**config.mk**
```make
export PLATFORM = sky130hd
export DESIGN_NAME = serial_adder_ctrl
export DESIGN_NICKNAME = d
export VERILOG_FILES = /design/src/rtl/serial_adder_pkg.sv /design/src/rtl/fa.sv /design/src/rtl/serial_adder_ctrl.sv
export SDC_FILE = /design/constraint.sdc
export NUM_CORES = 1
export LEC_CHECK = 0
export CORE_MARGIN = 1
export CORE_UTILIZATION = 36
export CTS_CLUSTER_DIAMETER = 150
export DETAILED_ROUTE_END_ITERATION = 10
export HOLD_SLACK_MARGIN = 0.1
export SLEW_MARGIN = 20
export SYNTH_ARGS = -nofsm -noshare
export SYNTH_HDL_FRONTEND = slang
export SYNTH_HIERARCHICAL = 1
export SYNTH_SLANG_ARGS = --single-unit
```
**constraint.sdc**
```tcl
create_clock -name clk -period 3.1 [get_ports clk]
set_input_delay 0.775 -clock clk [delete_from_list [all_inputs] [get_ports clk]]
set_output_delay 0.775 -clock clk [all_outputs]
set_load 0.05 [all_outputs]
```
**src/rtl/serial_adder_pkg.sv**
```systemverilog
// Shared definitions for the bit-serial adder: FSM state encoding and default width.
package serial_adder_pkg;

    localparam int DEFAULT_WIDTH = 8;

    typedef logic [1:0] state_t;

    localparam state_t IDLE = 2'd0;
    localparam state_t RUN  = 2'd1;
    localparam state_t DONE = 2'd2;

endpackage

```
**src/rtl/fa.sv**
```systemverilog
// Single-bit full adder cell; purely combinational, shared by the serial controller.
module fa (
    input  logic a,
    input  logic b,
    input  logic cin,
    output logic s,
    output logic cout
);

    // Sum and carry of one bit position.
    always_comb begin
        s    = a ^ b ^ cin;
        cout = (a & b) | (cin & (a ^ b));
    end

endmodule

```
**src/rtl/serial_adder_ctrl.sv**
```systemverilog
// Bit-serial adder: one fa cell resolves one bit per clock, LSB first, with the
// ripple carry held in a register between cycles.
//
// Request/response: start is sampled only while idle; the edge that sees it
// captures op_a, op_b and cin_in. busy is high for the WIDTH bit cycles, then
// done pulses for exactly one cycle with sum/cout valid. sum/cout stay stable
// until the next accepted start. start seen while busy or done is dropped,
// never queued.
module serial_adder_ctrl
    import serial_adder_pkg::*;
#(
    parameter int WIDTH = DEFAULT_WIDTH
) (
    input  logic             clk,
    input  logic             rst,
    input  logic             start,
    input  logic [WIDTH-1:0] op_a,
    input  logic [WIDTH-1:0] op_b,
    input  logic             cin_in,
    output logic             busy,
    output logic             done,
    output logic [WIDTH-1:0] sum,
    output logic             cout
);

    localparam int CNT_W = $clog2(WIDTH);
    localparam logic [CNT_W-1:0] LAST_BIT = CNT_W'(WIDTH - 1);

    state_t           state;
    state_t           state_nxt;
    logic [WIDTH-1:0] sh_a;
    logic [WIDTH-1:0] sh_b;
    logic             carry;
    logic [CNT_W-1:0] cnt;
    logic             fa_s;
    logic             fa_cout;
    logic             last_bit;

    assign last_bit = (cnt == LAST_BIT);

    fa u_fa (
        .a    (sh_a[0]),
        .b    (sh_b[0]),
        .cin  (carry),
        .s    (fa_s),
        .cout (fa_cout)
    );

    // State register; reset drops any in-flight operation immediately.
    always_ff @(posedge clk or posedge rst) begin
        if (rst) begin
            state <= IDLE;
        end else begin
            state <= state_nxt;
        end
    end

    // Next-state logic; the unused encoding falls back to IDLE.
    always_comb begin
        state_nxt = state;
        case (state)
            IDLE:    if (start) state_nxt = RUN;
            RUN:     if (last_bit) state_nxt = DONE;
            DONE:    state_nxt = IDLE;
            default: state_nxt = IDLE;
        endcase
    end

    // Status outputs are plain decodes of the state register, so never both high.
    always_comb begin
        busy = (state == RUN);
        done = (state == DONE);
    end

    // Operand shifters, carry, bit counter and result assembly.
    always_ff @(posedge clk or posedge rst) begin
        if (rst) begin
            sh_a  <= '0;
            sh_b  <= '0;
            carry <= 1'b0;
            cnt   <= '0;
            sum   <= '0;
            cout  <= 1'b0;
        end else begin
            case (state)
                IDLE: begin
                    if (start) begin
                        sh_a  <= op_a;
                        sh_b  <= op_b;
                        carry <= cin_in;
                        cnt   <= '0;
                        sum   <= '0;
                        cout  <= 1'b0;
                    end
                end
                RUN: begin
                    sh_a  <= {1'b0, sh_a[WIDTH-1:1]};
                    sh_b  <= {1'b0, sh_b[WIDTH-1:1]};
                    sum   <= {fa_s, sum[WIDTH-1:1]};
                    carry <= fa_cout;
                    // The counter parks on the last bit rather than wrapping;
                    // it is reloaded on the next accepted start.
                    if (last_bit) begin
                        cout <= fa_cout;
                    end else begin
                        cnt <= cnt + CNT_W'(1);
                    end
                end
                default: begin
                end
            endcase
        end
    end

endmodule
```
==> impl_metrics.yaml, run 1 <==
drt:
  num_vias: 1218
  ant_nets: 0
  viasPerCell: 5.46
  drt_iter0_drc: 61
  drt_first_pass_iters: 4
  wire_per_inst_um: 14.4
  finalWirelength_um: 3220
  drcViolationCount: 0
placed_design:
  dp.cells: 215
  dp.final_hpwl_um: 2030
  portBuffers: 30
  placed_area_um2: 1930
  gp_congestion: 0.680
floorplan:
  dieArea_um2: 4700
  row_count: 23
  start_util: 0.388
  fp.dieH_um: 68.6
  io_pins: 31
  core-area_um2: 4120
  die_w_um: 68.6
pwr:
  power.leakage_uw: 0.000928
  powerDensity_nw_per_um2: 1010
  irDropWorstVdd_uv: 321
layout:
  final_common_cell: "dfrtp_1"
  fill_cells: 380
  final-seq-area_um2: 776
  mostFrequentLayoutCells: "dfrtp_1, clkdlybuf4s50_1, inv_1"
  multiInputGateArea_um2: 679
  drive_above_1_share: 0.139
  layout.nets: 196
  final_cell_area_um2: 2050
  fin_util: 0.499
  fin_cells: 223
  area_delta_synth_final_pct: 28.6
  antenna-diode-count: 0
timing:
  hold_ws_ns: 0.496
  fmax_mhz: 447
  setup_viol: 0
  final_hold_viol_count: 0
  finalSetupTns_ns: 0
  max-slew-margin-rel: 0.546
  final-max-slew-violation-count: 0
  period_needed_ns: 2.24
  skew_ns: 0.00740
  fin_crit_sh: 0.722
  worstMarginPinSlew_ns: 0.678
  rsz0062_at_grt: "no"
clock_tree:
  cts_resized: 0
  clkLatencyLatePin_ns: 0.28
  cts_tree: "done"
  post-cts-setup-buffers: 0
  cts-root-buf: "clkbuf_8"
  cts_hold_buf: 0
  cts.path.max_buffers: 2
  clkTransAtPathRegs_ns: 0.06
  cts_max_level: 2
  numCtsBuffers: 5
  clock-sinks: 31
synth:
  ys_ff_latch: 31
  syn_area_per_cell_um2: 11.2
  ys_seq_area_frac: 0.486
  synth_top_area_frac: 0.486
  synth_top_cell_by_area: "dfrtp_1"
  synth_fp_nets: 167
  synth_cells: 143
  synth_cell_type_count: 30
  yosysWarnings: 6
  netlist_area_um2: 1600
  ys_top_cells_by_area: "dfrtp_1, nor4b_1, a221oi_2, inv_1, a22o_1"
critical_path:
  required_ns: 2.32
  cp_slowest_cell: "clkdlybuf4s50_1"
  cp.arrival_ns: 1.46
  cp-end-kind: "output port"
  r2r_end: "cout"
  crit_path_end: "sum[1]"
  reg2reg_slack_ns: 1.49
  crit_family: "buffers and inverters"
  slowest_delay_ns: 0.81
  cp-start-kind: "flop"
  critPathKind: "reg2out"
  timing.rr.start: "state[1]"
  reg2regPathDepth: 4
  path_cells: "clkdlybuf4s50_1"
  cp_max_fo: 3
  cp.buffers_inverters: 1
  cp.depth: 1
  crit_start: "sum[1]"
global_routing:
  antenna_found_initial: 0
  grt_max_degree: 42
  grt.total_usage: 0.160
  grt_pass1_vias: 1246
  grt_pass1_wl_um: 5540
  overflow: 0
run_status:
  status: "finished, final reports clean"
job:
  max-cap-violations: 0
worst_hold_path:
  hold_path_class: "reg2reg"
-- registers in the layout (all words and copies together) (netlist names) --
name   count
state      2
carry      1
sh_a       8
sh_b       8
cout       1
cnt        3
sum        8
-- cell usage after synthesis (all sizes together) --
| cell | count |
|---|---|
| nand2b | 2 |
| and2 | 2 |
| nor2b | 2 |
| and3 | 3 |
| a21oi | 1 |
| nor2 | 11 |
| fa | 1 |
| a211oi | 1 |
| inv | 19 |
| nand3b | 2 |
| a22o | 8 |
| a221o | 1 |
| o221ai | 2 |
| nor4bb | 1 |
| ha | 3 |
| o21bai | 1 |
| dfrtp | 31 |
| buf | 12 |
| nor4b | 16 |
| a221oi | 14 |
| and4bb | 1 |
| nor3b | 1 |
| or2 | 1 |
| and3b | 1 |
| a211o | 3 |
| nand2 | 2 |
| clkbuf | 1 |
-- stage by stage --
step           setup WS (ns)  power (µW)
4_1_cts                0.845        2100
5_1_grt                0.792        2240
6_report               0.862        2080
2_1_floorplan          0.956        1420
3_3_place_gp           0.835        1650
3_5_place_dp           0.824        1690
-- worst min-delay path by stage --
stage,to,cells past startpoint,slack (ns),from
global route,sh_b[7],2,0.55,sh_b[7]
floorplan,sh_a[7],2,0.46,sh_a[7]
CTS,sh_b[7],2,0.50,sh_b[7]
global placement,sh_b[7],2,0.47,sh_b[7]
finish,sh_b[7],2,0.50,sh_b[7]
detailed placement,sh_b[7],2,0.49,sh_b[7]
-- worst reg2reg max path, stage by stage, from the launching register on --
cell and delay [ns]:
dfrtp_1 0.39, buf_4 0.24, o21bai_2 0.24, buf_4 0.24
a221o_1 0.38
-- power breakdown --
part           total [µW]  internal (µW)  switching [µW]
sequential            698            584             113
clock                 405            260             145
combinational         975            418             557
-- layer usage --
metal	vias to the layer above	share of wire	global-route usage
li1	585	-	-
met1	602	0.46	0.188
met2	29	0.49	0.272
met3	2	0.050	0.0461
met4	0	0.0068	0.0625
met5	-	0	0
-- cell families (layout without fill, tap and decap cells) --
family	count (synthesis)	count (layout)	share of synthesized area
compound gates	31	31	0.197
flops	31	31	0.486
simple gates	45	45	0.193
buf+inv	32	62	0.0878
fa+ha+maj	4	4	0.0361
-- final cells by class --
cell class	count	area share
tap	50	0.0305
inverter	19	0.0348
multi-input combinational	80	0.331
clock buffer	6	0.0402
clock inverter	2	0.0171
sequential	31	0.378
timing repair buffer	35	0.168
No activity file was read; power rests on OpenSTA's default activity.
==> run 2, diff against run 1 <==
Clock period 3.1 ns to 2.3 ns, I/O delays scaled along.
==> run 2 against run 1 <==
Compared with the run above:
- combinational power grew 36%
- register-to-register slack worse by 0.92 ns
- largest power group unchanged
- setup slack got worse by 0.62 ns
==> impl_metrics.yaml, run 2 (same netlist as run 1, synthesis figures left out) <==
pwr:
  power_uw: 2720
  irDropWorstVdd_uv: 380
  power.leakage_uw: 0.000921
  powerDensity_nw_per_um2: 1330
layout:
  area_delta_synth_final_pct: 28.0
  layout.nets: 197
  fill_cells: 392
  antenna-diode-count: 0
  drive_above_1_share: 0.139
  fin_util: 0.496
  final_common_cell: "dfrtp_1"
  top_regs: "sh_a x8, sh_b x8, sum x8"
  mostFrequentLayoutCells: "dfrtp_1, clkdlybuf4s50_1, inv_1"
floorplan:
  io_pins: 31
  die_w_um: 68.6
  dieArea_um2: 4700
  row_count: 23
  start_util: 0.388
  fp.dieH_um: 68.6
  core-area_um2: 4120
clock_tree:
  clock-sinks: 31
  clkTransAtPathRegs_ns: 0.06
  numCtsBuffers: 5
  post-cts-setup-buffers: 0
  cts_hold_buf: 0
  cts_resized: 0
  cts-root-buf: "clkbuf_8"
  cts_max_level: 2
  cts.path.max_buffers: 2
  cts_tree: "done"
  clkLatencyLatePin_ns: 0.28
critical_path:
  crit_family: "buffers and inverters"
  cp.arrival_ns: 1.48
  slowest_delay_ns: 0.81
  path_cells: "clkdlybuf4s50_1"
  cp.buffers_inverters: 1
  cp_max_fo: 3
  required_ns: 1.73
  cp_slowest_cell: "clkdlybuf4s50_1"
  reg2regPathDepth: 3
  cp-start-kind: "flop"
  critPathKind: "reg2out"
  cp.depth: 1
  cp-end-kind: "output port"
timing:
  worstMarginPinSlew_ns: 0.998
  rsz0062_at_grt: "no"
  period_needed_ns: 2.06
  final-max-slew-violation-count: 0
  fin_ws_ns: 0.243
  fmax_mhz: 486
  fin_crit_sh: 0.894
  setup_viol: 0
  finalSetupTns_ns: 0
  final_hold_viol_count: 0
  hold_ws_ns: 0.496
  skew_ns: 0.00501
  max-slew-margin-rel: 0.334
drt:
  num_vias: 1220
  wire_per_inst_um: 15.6
  ant_nets: 0
  finalWirelength_um: 3480
  viasPerCell: 5.47
  drcViolationCount: 0
  drt_iter0_drc: 65
  drt_first_pass_iters: 4
placed_design:
  portBuffers: 30
  gp_congestion: 0.732
  dp.final_hpwl_um: 2230
  pre_cts_ws_ns: -0.0159
global_routing:
  grt_pass1_wl_um: 6080
  grt.total_usage: 0.181
  grt_max_degree: 39
  antenna_found_initial: 0
  grt_pass1_vias: 1317
  overflow: 0
worst_hold_path:
  hold_path_depth: 1
  hold_path_class: "reg2reg"
job:
  max-cap-violations: 0
run_status:
  status: "finished, final reports clean"
[run 2: changes by cell type in the layout (fill, tap and decap cells not counted)]
cell and change:
bufinv_16 -1, buf_12 +1
[run 2: final timing paths]
| kind | from | end | slack (ns) |
|---|---|---|---|
| max | sum[4] | sum[4] | 0.24 |
| min | sum[0] | sum[0] | 0.50 |
| max reg2reg | state[0] | sum[1] | 0.57 |
| min reg2reg | sum[0] | sum[0] | 0.50 |
| max in group asynchronous | rst | cnt[1] | 1.34 |
| min in group asynchronous | rst | sh_b[1] | 0.68 |
[run 2: layout make-up]
class | count | area [µm²] | share of cell area
Clock buffer | 6 | 82.6 | 0.0404
Inverter | 19 | 71.3 | 0.0349
Sequential cell | 31 | 776 | 0.380
Clock inverter | 1 | 5.00 | 0.00245
Tap cell | 50 | 62.6 | 0.0306
Timing Repair Buffer | 36 | 365 | 0.179
Multi-Input combinational cell | 80 | 679 | 0.333
[run 2: stage by stage]
step / area, µm² / std cells
detailed placement: 1950 / 216
floorplan: 1600 / 143
global route: 2040 / 223
finish: 2040 / 223
CTS: 2040 / 223
global placement: 1950 / 216
[run 2: routing by layer]
layer | GRT usage | wire, µm | share of wire
met4 | 0.0833 | 87 | 0.025
met2 | 0.289 | 1650 | 0.47
met1 | 0.217 | 1550 | 0.45
met5 | 0 | 0 | 0
met3 | 0.0625 | 193 | 0.056
[run 2: power by group]
group / internal [µW] / switching (µW)
logic: 577 / 757
clock network: 234 / 196
registers: 788 / 167
